**src/rtl/apu_noise.sv**
```systemverilog
// NES APU noise channel: period-indexed timer clocking a 15-bit LFSR,
// length counter, envelope generator and registered 4-bit sample output.
module apu_noise #(
    parameter logic [14:0] LFSR_SEED = 15'h0001
) (
    input  logic       clk,
    input  logic       rst,
    input  logic       apu_cycle,
    input  logic       qtrframe,
    input  logic       halfframe,
    input  logic       en,
    input  logic [7:0] reg_ctrl,
    input  logic [7:0] reg_timelow,
    input  logic [7:0] reg_timehigh,
    input  logic       reg_len_update,
    output logic       active,
    output logic [3:0] sample
);

    logic [14:0] lfsr_q, lfsr_d;
    logic [10:0] timer_q, timer_d;
    logic [7:0]  len_q, len_d;
    logic [3:0]  div_q, div_d;
    logic [3:0]  decay_q, decay_d;
    logic        start_q, start_d;
    logic [3:0]  sample_q, sample_d;

    logic [10:0] period_m1;
    logic [7:0]  len_load;
    logic        halt;
    logic        const_vol;
    logic [3:0]  vol_v;
    logic        start_set;
    logic        fb;
    logic [3:0]  volume;

    assign halt      = reg_ctrl[5];
    assign const_vol = reg_ctrl[4];
    assign vol_v     = reg_ctrl[3:0];

    // Timer reload value is the table period minus one
    always_comb begin
        period_m1 = 11'd1;
        case (reg_timelow[3:0])
            4'd0:  period_m1 = 11'd1;
            4'd1:  period_m1 = 11'd3;
            4'd2:  period_m1 = 11'd7;
            4'd3:  period_m1 = 11'd15;
            4'd4:  period_m1 = 11'd31;
            4'd5:  period_m1 = 11'd47;
            4'd6:  period_m1 = 11'd63;
            4'd7:  period_m1 = 11'd79;
            4'd8:  period_m1 = 11'd100;
            4'd9:  period_m1 = 11'd126;
            4'd10: period_m1 = 11'd189;
            4'd11: period_m1 = 11'd253;
            4'd12: period_m1 = 11'd380;
            4'd13: period_m1 = 11'd507;
            4'd14: period_m1 = 11'd1016;
            4'd15: period_m1 = 11'd2033;
            default: period_m1 = 11'd1;
        endcase
    end

    always_comb begin
        len_load = 8'd10;
        case (reg_timehigh[7:3])
            5'd0:  len_load = 8'd10;
            5'd1:  len_load = 8'd254;
            5'd2:  len_load = 8'd20;
            5'd3:  len_load = 8'd2;
            5'd4:  len_load = 8'd40;
            5'd5:  len_load = 8'd4;
            5'd6:  len_load = 8'd80;
            5'd7:  len_load = 8'd6;
            5'd8:  len_load = 8'd160;
            5'd9:  len_load = 8'd8;
            5'd10: len_load = 8'd60;
            5'd11: len_load = 8'd10;
            5'd12: len_load = 8'd14;
            5'd13: len_load = 8'd12;
            5'd14: len_load = 8'd26;
            5'd15: len_load = 8'd14;
            5'd16: len_load = 8'd12;
            5'd17: len_load = 8'd16;
            5'd18: len_load = 8'd24;
            5'd19: len_load = 8'd18;
            5'd20: len_load = 8'd48;
            5'd21: len_load = 8'd20;
            5'd22: len_load = 8'd96;
            5'd23: len_load = 8'd22;
            5'd24: len_load = 8'd192;
            5'd25: len_load = 8'd24;
            5'd26: len_load = 8'd72;
            5'd27: len_load = 8'd26;
            5'd28: len_load = 8'd16;
            5'd29: len_load = 8'd28;
            5'd30: len_load = 8'd32;
            5'd31: len_load = 8'd30;
            default: len_load = 8'd10;
        endcase
    end

    always_comb begin
        lfsr_d   = lfsr_q;
        timer_d  = timer_q;
        len_d    = len_q;
        div_d    = div_q;
        decay_d  = decay_q;
        start_d  = start_q;
        fb       = lfsr_q[0] ^ (reg_timelow[7] ? lfsr_q[6] : lfsr_q[1]);
        volume   = const_vol ? vol_v : decay_q;
        sample_d = ((len_q == 8'd0) || lfsr_q[0]) ? 4'd0 : volume;

        if (apu_cycle) begin
            if (timer_q == 11'd0) begin
                timer_d = period_m1;
                lfsr_d  = {fb, lfsr_q[14:1]};
            end else begin
                timer_d = timer_q - 11'd1;
            end
        end

        if (!en) begin
            len_d = 8'd0;
        end else if (reg_len_update) begin
            len_d = len_load;
        end else if (halfframe && !halt && (len_q != 8'd0)) begin
            len_d = len_q - 8'd1;
        end

        // A $400F write landing on a quarter-frame restarts the envelope on that same edge
        start_set = start_q | reg_len_update;
        start_d   = start_set;
        if (qtrframe) begin
            if (start_set) begin
                start_d = 1'b0;
                decay_d = 4'd15;
                div_d   = vol_v;
            end else if (div_q == 4'd0) begin
                div_d = vol_v;
                if (decay_q != 4'd0) begin
                    decay_d = decay_q - 4'd1;
                end else if (halt) begin
                    decay_d = 4'd15;
                end
            end else begin
                div_d = div_q - 4'd1;
            end
        end
    end

    always_ff @(posedge clk) begin
        if (!rst) begin
            lfsr_q   <= LFSR_SEED;
            timer_q  <= '0;
            len_q    <= '0;
            div_q    <= '0;
            decay_q  <= '0;
            start_q  <= 1'b0;
            sample_q <= '0;
        end else begin
            lfsr_q   <= lfsr_d;
            timer_q  <= timer_d;
            len_q    <= len_d;
            div_q    <= div_d;
            decay_q  <= decay_d;
            start_q  <= start_d;
            sample_q <= sample_d;
        end
    end

    assign active = (len_q != 8'd0);
    assign sample = sample_q;

endmodule

```
**config.mk**
```make
export PLATFORM = sky130hd
export DESIGN_NAME = apu_noise
export DESIGN_NICKNAME = d
export VERILOG_FILES = /design/src/rtl/apu_noise.sv
export SDC_FILE = /design/constraint.sdc
export NUM_CORES = 1
export LEC_CHECK = 0
export BUFFER_PORTS_ARGS = -buffer_cell sky130_fd_sc_hd__buf_2
export CAP_MARGIN = 0
export CORE_MARGIN = 2
export CORE_UTILIZATION = 55
export CTS_CLUSTER_DIAMETER = 50
export DETAILED_ROUTE_END_ITERATION = 10
export PLACE_DENSITY = 0.78
export SLEW_MARGIN = 20
export SYNTH_ARGS = -nofsm -noshare
export SYNTH_HDL_FRONTEND = slang
export SYNTH_SLANG_ARGS = --single-unit
```
**constraint.sdc**
```tcl
create_clock -name clk -period 4.3 [get_ports clk]
set_clock_uncertainty 0.2 [all_clocks]
set_input_delay 0.215 -clock clk [delete_from_list [all_inputs] [get_ports clk]]
set_output_delay 0.215 -clock clk [all_outputs]
set_load 0.05 [all_outputs]
```
==> impl_metrics.py, run 1 <==
metrics = {
    "run_status": {
        "status": "finished, final reports clean",
    },
    "floorplanning": {
        "ios": 36,
        "dieArea_um2": 6030,
        "row_count": 26,
        "die_y_um": 77.7,
        "start_util": 0.577,
        "fp.dieW_um": 77.7,
        "core_area_um2": 5170,
    },
    "critical_path": {
        "crit_path_cell_trace": "or4_4 -> nor4_4 -> mux2_2 -> o22ai_1",
        "r2r_cells": 4,
        "crit_type": "reg2reg",
        "crit_family": "simple AND/OR/NAND/NOR gates",
        "endpoint_kind": "flop",
        "slowest_stage": "or4_4",
        "arrival_ps": 2390,
        "cp.depth": 4,
        "worstPathMaxFanout": 10,
        "required_ps": 4340,
        "setup.worst_path.start_class": "flop",
        "crit_buf_inv": 0,
        "critPathMaxStageDelay_ps": 630,
    },
    "yosys": {
        "synth_seq_cells": 47,
        "netlist_top_cells_count": "dfxtp_1 (47), nor2_1 (30), mux2i_1 (24)",
        "synthCells": 348,
        "synth_area_um2": 2980,
        "synth_ff_type": "dfxtp_1",
        "syn_area_per_cell_um2": 8.58,
        "synth_cell_types": 62,
        "yosys-top-cells-area": "dfxtp_1 (32%), mux2i_1 (8.1%), ha_1 (7.1%)",
        "synth.most_common_cell": "dfxtp_1",
        "syn_nets": 396,
        "yosys_warnings": 0,
        "synth_top_area_cell": "dfxtp_1",
        "async_reset_ff_frac": 0,
        "ys_seq_area_frac": 0.315,
        "synth_top_area_frac": 0.315,
        "synth-edff-count": 0,
    },
    "clock_tree": {
        "cts_buffers": 5,
        "ctsHtreeMaxLevel": 2,
        "max-clock-path-buffers": 2,
        "root_buffer": "clkbuf_8",
        "insertion_delay_ps": 300,
        "postCtsSetupBuffers": 0,
        "ctsHoldBuffers": 4,
        "clkSinkCount": 47,
        "cts_tree": "built",
        "post_cts_resized": 0,
        "clkTransAtPathRegs_ps": 100,
    },
    "sta": {
        "slew_violations": 0,
        "max_freq_mhz": 426,
        "layout_min_cycle_time_ps": 2350,
        "fin_crit_sh": 0.546,
        "finalSetupViolations": 0,
        "relSlewSlack": 0.293,
        "tightest_slew_ps": 1050,
        "setup-tns-final_ps": 0,
        "rsz0062_at_grt": "false",
        "holdWs_ps": 43.4,
        "finalHoldViolations": 0,
    },
    "grt": {
        "antenna_found_initial": 0,
        "grt_max_degree": 27,
        "grt_pass1_vias": 2218,
        "grt_pass1_wl_um": 10000,
        "grt.total_usage": 0.200,
        "grt-ovfl-total": 0,
    },
    "placement": {
        "placed_cells_incl_taps": 427,
        "portBuffers": 27,
        "dp.final_hpwl_um": 4280,
        "gp_congestion": 0.847,
        "dpl-instance-area_um2": 3120,
    },
    "power_and_ir_drop": {
        "p_leak_nw": 1.30,
        "power.density_nw_per_um2": 442,
        "peakVddDrop_mv": 0.244,
    },
    "run": {
        "max_cap_viol_count": 0,
    },
    "hold_path": {
        "min_delay_path_depth": 2,
        "min_path_type": "in2reg",
    },
    "drt": {
        "drt-total-wl_um": 6070,
        "drc": 0,
        "drt_iter0_drc": 190,
        "vias": 2583,
        "vias_per_cell": 5.88,
        "ant_nets": 0,
        "firstDrtPassIters": 4,
        "post_drt_wl_per_cell_um": 13.8,
    },
    "layout": {
        "utilization": 0.634,
        "drive_gt1_frac": 0.154,
        "design_area_um2": 3280,
        "syn2layout_area_growth_pct": 9.81,
        "fin_nets": 416,
        "num-fill-cells": 463,
        "diodes": 0,
        "fin_cells": 439,
    },
}
-- stage by stage --
step                      setup slack [ps]  power (mW)
after global placement                1980        1.11
after global routing                  1840        1.54
after CTS                             1960        1.45
after detailed placement              1950        1.12
final                                 1950        1.45
after floorplan                       2140        1.03
-- cells in the final DEF (no fill, tap or decap), drive strengths merged, types with 13 or more instances in the layout --
| cell | count |
|---|---|
| a21oi | 17 |
| nand2 | 21 |
| buf | 28 |
| inv | 13 |
| ha | 17 |
| mux2i | 24 |
| dfxtp | 47 |
| o21ai | 14 |
| nor2 | 30 |
-- cell families after synthesis --
logic type,Yosys count,synth area share
AND/OR/NAND/NOR,137,0.263
flip-flops,47,0.315
multiplexers,27,0.0918
buffers and inverters,33,0.0478
adder cells (fa/ha/maj),17,0.0713
AO/OA/AOI/OAI,82,0.196
XOR/XNOR,5,0.0147
-- metal layers --
layer / vias to the layer above / routed length (µm) / GRT usage
met3: 2 / 264 / 0.0349
met1: 1199 / 2840 / 0.261
li1: 1316 / - / -
met2: 66 / 2940 / 0.343
met5: - / 0 / 0
met4: 0 / 27 / 0.0482
-- final cells by class --
class / count / area, µm² / share of cell area
Sequential cell: 47 / 941 / 0.287
Multi-Input combinational cell: 268 / 1900 / 0.580
Timing Repair Buffer: 32 / 183 / 0.0557
Clock buffer: 5 / 68.8 / 0.0210
Inverter: 14 / 52.6 / 0.0160
Clock inverter: 3 / 43.8 / 0.0134
Tap cell: 70 / 87.6 / 0.0267
-- sequential cells by signal, indices dropped and copies added (netlist names) --
register and flops:
lfsr_q 15, timer_q 11, len_q 8, decay_q 4
div_q 4, sample 4, start_q 1
-- final timing paths --
path | startpoint | end | slack (ps)
max | timer_q[2]$_SDFFE_PN0P_ | timer_q[5]$_SDFFE_PN0P_ | 1950
max reg2reg | timer_q[2]$_SDFFE_PN0P_ | timer_q[5]$_SDFFE_PN0P_ | 1950
min | apu_cycle | timer_q[1]$_SDFFE_PN0P_ | 40
min reg2reg | lfsr_q[7]$_SDFFE_PN0P_ | lfsr_q[6]$_SDFFE_PN0P_ | 300
-- power by group --
group	switching, mW	internal (mW)
clock	0.155	0.173
sequential	0.0797	0.496
combinational	0.299	0.246
total	0.534	0.916
Note: power is estimated with default switching activity, not from simulation.
==> run 2, diff against run 1 <==
--- a/config.mk
+++ b/config.mk
@@ -8,10 +8,10 @@
 export BUFFER_PORTS_ARGS = -buffer_cell sky130_fd_sc_hd__buf_2
 export CAP_MARGIN = 0
 export CORE_MARGIN = 2
-export CORE_UTILIZATION = 55
+export CORE_UTILIZATION = 53
 export CTS_CLUSTER_DIAMETER = 50
 export DETAILED_ROUTE_END_ITERATION = 10
-export PLACE_DENSITY = 0.78
+export PLACE_DENSITY = 0.79
 export SLEW_MARGIN = 20
 export SYNTH_ARGS = -nofsm -noshare
 export SYNTH_HDL_FRONTEND = slang
==> constraint.sdc (replaced) <==
create_clock -name clk -period 2.1 [get_ports clk]
set_clock_uncertainty 0.2 [all_clocks]
set_input_delay 0.105 -clock clk [delete_from_list [all_inputs] [get_ports clk]]
set_output_delay 0.105 -clock clk [all_outputs]
set_load 0.05 [all_outputs]
==> run 2 against run 1 <==
- the run now ends with setup timing left
- hold slack got worse by 5.2 ps
- largest power group is now combinational cells
- largest cell class unchanged
- global-route usage grew 1.7 points
- combinational power grew to 2.9 times the previous value
- first-iteration DRC count decreased by 0.53%
==> impl_metrics.py, run 2 (synthesized netlist as in run 1, its figures left out) <==
metrics = {
    "layout": {
        "regArea_um2": 943,
        "top_register": "lfsr_q",
        "reg_top3": "lfsr_q: 15 flops, timer_q: 11 flops, len_q: 8 flops",
        "diodes": 0,
        "largest_reg_flops": 15,
        "final_common_cell": "dfxtp_1",
        "num-fill-cells": 442,
        "utilization": 0.667,
        "drive_gt1_frac": 0.216,
        "syn2layout_area_growth_pct": 22.4,
        "multiInputGateArea_um2": 1930,
        "fin_cells": 474,
        "fin_nets": 449,
        "most-common-layout-cells": "dfxtp_1 (45), nor2_1 (30), buf_2 (27)",
    },
    "floorplanning": {
        "core_area_um2": 5470,
        "dieArea_um2": 6250,
        "ios": 36,
        "start_util": 0.545,
        "fp.dieW_um": 79.0,
        "die_y_um": 79.0,
        "row_count": 27,
    },
    "clock_tree": {
        "clkTransAtPathRegs_ps": 90,
        "root_buffer": "clkbuf_8",
        "ctsHtreeMaxLevel": 2,
        "insertion_delay_ps": 310,
        "cts_buffers": 5,
        "cts_tree": "built",
        "max-clock-path-buffers": 2,
        "clkSinkCount": 47,
    },
    "power_and_ir_drop": {
        "p_leak_nw": 1.48,
        "peakVddDrop_mv": 0.480,
        "combPwrFrac": 0.450,
        "seq_power_share": 0.323,
        "switching_share": 0.340,
        "p_int_mw": 2.30,
        "clock_power_share": 0.227,
        "power.density_nw_per_um2": 955,
        "p_sw_mw": 1.19,
    },
    "grt": {
        "grt.total_usage": 0.218,
        "grt_pass1_wl_um": 11000,
        "grt_max_degree": 24,
        "grt-ovfl-total": 0,
        "grt_pass1_vias": 2532,
        "antenna_found_initial": 0,
    },
    "sta": {
        "finalHoldViolations": 0,
        "fin_crit_sh": 1.01,
        "setup-tns-final_ps": -13.2,
        "max_freq_mhz": 473,
        "fin_ws_ps": -12.4,
        "finalSetupViolations": 2,
        "holdWs_ps": 38.2,
        "relSlewSlack": 0.628,
        "tightest_slew_ps": 557,
        "rsz0062_at_grt": "true",
        "slew_violations": 0,
        "layout_min_cycle_time_ps": 2110,
    },
    "run_status": {
        "violations": "setup timing",
        "status": "finished with violations",
    },
    "critical_path": {
        "reg2reg_from": "timer_q[3]$_SDFFE_PN0P_",
        "endpoint_kind": "flop",
        "r2r_end": "lfsr_q[6]$_SDFFE_PN0P_",
        "critPathMaxStageDelay_ps": 580,
        "setup.worst_path.start_class": "flop",
        "crit_path_cell_trace": "or4_4 -> nor4_4 -> buf_6 -> clkbuf_16 -> mux2i_1 -> nor2_1",
        "crit_type": "reg2reg",
        "worstPathMaxFanout": 10,
        "crit_family": "simple AND/OR/NAND/NOR gates",
        "slowest_stage": "or4_4",
        "r2r_cells": 6,
        "crit_buf_inv": 2,
        "r2r_slack_ps": -10,
        "required_ps": 2090,
        "arrival_ps": 2100,
    },
    "placement": {
        "placed_cells_incl_taps": 449,
        "gp_congestion": 0.851,
        "dpl_worst_slack_ps": 54.0,
        "dp.final_hpwl_um": 4750,
        "portBuffers": 27,
    },
    "hold_path": {
        "min_path_type": "in2reg",
        "min_delay_path_depth": 3,
        "hold-path-endpoint": "start_q$_SDFF_PP0_",
        "hp-start": "reg_len_update",
    },
    "drt": {
        "drc": 0,
        "vias": 2810,
        "firstDrtPassIters": 5,
        "vias_per_cell": 5.93,
        "drt_iter0_drc": 189,
        "ant_nets": 0,
        "post_drt_wl_per_cell_um": 14.7,
        "drt-total-wl_um": 6950,
    },
    "run": {
        "max_cap_viol_count": 0,
    },
}
==> run 2: cell types whose count changed in the layout (fill, tap and decap cells not counted), sizes merged <==
cell         change
clkbuf           +3
dlygate4sd3      +9
bufinv           +1
clkinv           -2
buf             +22
==> run 2: what timing repair did <==
action,in CTS,in global routing
setup endpoints to repair,0,23
endpoints found under the hold margin,11,0
resized for setup,0,10
hold buffers,13,0
setup buffers,0,2
==> run 2: worst max-delay path by stage <==
stage | start | endpoint | slack [ps] | depth (start not counted)
floorplan | timer_q[2]$_SDFFE_PN0P_ | timer_q[1]$_SDFFE_PN0P_ | 60 | 5
global placement | len_q[0]$_SDFFE_PN0P_ | len_q[5]$_SDFFE_PN0P_ | 80 | 7
detailed placement | len_q[0]$_SDFFE_PN0P_ | len_q[5]$_SDFFE_PN0P_ | 50 | 7
CTS | len_q[0]$_SDFFE_PN0P_ | len_q[5]$_SDFFE_PN0P_ | 10 | 7
global route | timer_q[3]$_SDFFE_PN0P_ | lfsr_q[0]$_SDFFE_PN1P_ | -90 | 6
finish | timer_q[3]$_SDFFE_PN0P_ | lfsr_q[6]$_SDFFE_PN0P_ | -10 | 6
==> run 2: area by class of cell <==
cell class | count | area share
clock inverter | 2 | 0.0164
inverter | 14 | 0.0144
sequential | 47 | 0.258
tap | 72 | 0.0247
clock buffer | 6 | 0.0199
timing repair buffer | 65 | 0.138
multi-input combinational | 268 | 0.528
==> run 2: metal layers <==
metal  wire length [µm]  vias to the layer above  global-route usage
met3                289                        9              0.0318
li1                   -                     1383                   -
met1               3100                     1334               0.262
met4                 82                        0              0.0655
met5                  0                        -                   0
met2               3480                       84               0.399
==> run 2: through the flow <==
stage	instance area (µm²)	total power, mW
finish	3650	3.49
detailed placement	3290	2.48
global placement	3290	2.45
floorplan	2980	2.10
CTS	3550	3.31
global route	3650	3.68
==> run 2: worst reg2reg max path: stages, from the launching register on <==
cell and delay, ps:
dfxtp_1 320, or4_4 580, nor4_4 320, buf_6 180, clkbuf_16 160, mux2i_1 180
nor2_1 60
==> run 2: power by group through the flow <==
stage,Combinational (mW),Clock [mW],Sequential (mW)
final,1.57,0.792,1.13
after global routing,1.71,0.828,1.14
after CTS,1.38,0.804,1.12
after detailed placement,1.34,0,1.14
after global placement,1.31,0,1.14
after floorplan,0.949,0,1.16
==> run 3, diff against run 2 <==
--- a/config.mk
+++ b/config.mk
@@ -8,10 +8,10 @@
 export BUFFER_PORTS_ARGS = -buffer_cell sky130_fd_sc_hd__buf_2
 export CAP_MARGIN = 0
 export CORE_MARGIN = 2
-export CORE_UTILIZATION = 53
+export CORE_UTILIZATION = 55
 export CTS_CLUSTER_DIAMETER = 50
 export DETAILED_ROUTE_END_ITERATION = 10
-export PLACE_DENSITY = 0.79
+export PLACE_DENSITY = 0.78
 export SLEW_MARGIN = 20
 export SYNTH_ARGS = -nofsm -noshare
 export SYNTH_HDL_FRONTEND = slang
==> constraint.sdc (replaced) <==
create_clock -name clk -period 2.45 [get_ports clk]
set_clock_uncertainty 0.2 [all_clocks]
set_input_delay 0.1225 -clock clk [delete_from_list [all_inputs] [get_ports clk]]
set_output_delay 0.1225 -clock clk [all_outputs]
set_load 0.05 [all_outputs]
==> run 3 against run 2 <==
- the run now ends clean
- power fell by 24%
- hold slack got worse by 32 ps
- via count decreased by 4.9%
- final area is 6.8% lower
- die area down 3.4%
- final cell count is 4.6% lower
- non-clock buffer count is 20 lower
- combinational power down 31%
- sequential power is 12% lower
- wire length decreased by 6.8%
- first-iteration DRC count shrank 17%
==> impl_metrics.py, run 3 (synthesized netlist as in run 1, its figures left out) <==
metrics = {
    "run_status": {
        "status": "finished, final reports clean",
    },
    "clock_tree": {
        "root_buffer": "clkbuf_8",
        "clkTransAtPathRegs_ps": 90,
        "insertion_delay_ps": 300,
        "clkSinkCount": 47,
        "cts_buffers": 5,
        "cts_tree": "built",
        "max-clock-path-buffers": 2,
        "ctsHtreeMaxLevel": 2,
    },
    "hold_path": {
        "min_delay_path_depth": 2,
        "hold-path-endpoint": "div_q[2]$_SDFFE_PN0P_",
        "min_path_type": "in2reg",
        "hp-start": "qtrframe",
    },
    "sta": {
        "tightest_slew_ps": 575,
        "setup-tns-final_ps": 0,
        "rsz0062_at_grt": "false",
        "relSlewSlack": 0.616,
        "layout_min_cycle_time_ps": 2180,
        "fin_crit_sh": 0.889,
        "slew_violations": 0,
        "max_freq_mhz": 459,
        "finalHoldViolations": 0,
        "finalSetupViolations": 0,
    },
    "floorplanning": {
        "die_y_um": 77.7,
        "fp.dieW_um": 77.7,
        "row_count": 26,
        "core_area_um2": 5170,
        "start_util": 0.577,
        "ios": 36,
        "dieArea_um2": 6030,
    },
    "placement": {
        "portBuffers": 27,
        "gp_congestion": 0.830,
        "dpl-instance-area_um2": 3180,
        "dp.final_hpwl_um": 4490,
    },
    "critical_path": {
        "crit_type": "reg2reg",
        "worstPathMaxFanout": 6,
        "arrival_ps": 2180,
        "r2r_end": "len_q[5]$_SDFFE_PN0P_",
        "required_ps": 2450,
        "r2r_slack_ps": 270,
        "reg2reg_from": "len_q[0]$_SDFFE_PN0P_",
        "setup.worst_path.start_class": "flop",
        "endpoint_kind": "flop",
        "r2r_cells": 7,
    },
    "grt": {
        "grt_max_degree": 27,
        "grt.total_usage": 0.222,
        "grt_pass1_wl_um": 11100,
        "grt_pass1_vias": 2467,
        "grt-ovfl-total": 0,
        "antenna_found_initial": 0,
    },
    "layout": {
        "most-common-layout-cells": "dfxtp_1 (47), nor2_1 (30), buf_2 (27)",
        "syn2layout_area_growth_pct": 14.1,
        "diodes": 0,
        "final_common_cell": "dfxtp_1",
        "reg_top3": "lfsr_q: 15 flops, timer_q: 11 flops, len_q: 8 flops",
        "drive_gt1_frac": 0.165,
        "top_register": "lfsr_q",
        "fin_nets": 429,
        "largest_reg_flops": 15,
        "design_area_um2": 3400,
    },
    "drt": {
        "drc": 0,
        "ant_nets": 0,
        "drt-total-wl_um": 6480,
        "post_drt_wl_per_cell_um": 14.3,
        "drt_iter0_drc": 157,
        "vias_per_cell": 5.91,
        "vias": 2672,
        "firstDrtPassIters": 4,
    },
    "power_and_ir_drop": {
        "peakVddDrop_mv": 0.558,
        "power.density_nw_per_um2": 780,
        "p_leak_nw": 1.36,
    },
    "run": {
        "max_cap_viol_count": 0,
    },
}
[run 3: cell count changes in the layout (fill, tap and decap cells not counted), moves of 2 or more]
cell	delta
clkbuf_16	-2
buf_4	-15
dfxtp_2	-2
dlygate4sd3_1	-2
dfxtp_1	+2
[run 3: per-stage QoR]
step | utilization | hold slack (ps) | std cells | worst slack (ps) | power, mW
floorplan | - | 69.7 | 348 | 293 | 1.81
global route | 0.658 | 23.4 | 452 | 105 | 2.82
global placement | 0.615 | 188 | 433 | 339 | 2.03
detailed placement | 0.615 | 197 | 433 | 286 | 2.06
CTS | 0.658 | 6.42 | 452 | 266 | 2.66
finish | 0.658 | 5.93 | 452 | 272 | 2.66
[run 3: worst max path at each step]
stage,startpoint,to,slack (ps)
finish,len_q[0]$_SDFFE_PN0P_,len_q[5]$_SDFFE_PN0P_,270
global route,len_q[0]$_SDFFE_PN0P_,len_q[5]$_SDFFE_PN0P_,110
CTS,len_q[0]$_SDFFE_PN0P_,len_q[5]$_SDFFE_PN0P_,270
detailed placement,len_q[0]$_SDFFE_PN0P_,len_q[5]$_SDFFE_PN0P_,290
global placement,timer_q[3]$_SDFFE_PN0P_,timer_q[5]$_SDFFE_PN0P_,340
floorplan,timer_q[2]$_SDFFE_PN0P_,timer_q[1]$_SDFFE_PN0P_,290
[run 3: routing by layer]
metal	GRT usage	vias up	part of all wire
met4	0.0518	0	0.0074
met1	0.279	1271	0.46
li1	-	1350	-
met2	0.397	47	0.50
met3	0.0326	4	0.030
met5	0	-	0
[run 3: cell type report]
| class | instances | area, µm² |
|---|---|---|
| multi-input combinational | 268 | 1900 |
| inverter | 14 | 52.6 |
| tap | 70 | 87.6 |
| clock buffer | 5 | 68.8 |
| timing repair buffer | 45 | 310 |
| fill | 455 | 1770 |
| clock inverter | 3 | 43.8 |
| sequential | 47 | 941 |
[run 3: critical path, cell delays in order, from the launching register on]
cell and delay [ps]:
dfxtp_1 360, inv_1 100, ha_1 160, nor3b_1 460, a21oi_1 170, buf_4 190
a311o_1 300, and3_1 160
[run 3: timing repair]
action / 4_1_cts / 5_1_grt
resized for setup: 0 / 0
hold endpoints to repair: 12 / 0
hold buffers: 11 / 0
buffers inserted: 0 / 0
[run 3: power by group]
group / switching (mW) / total, mW / internal, mW
Combinational: 0.565 / 1.08 / 0.513
Clock: 0.278 / 0.583 / 0.304
Sequential: 0.123 / 0.995 / 0.871
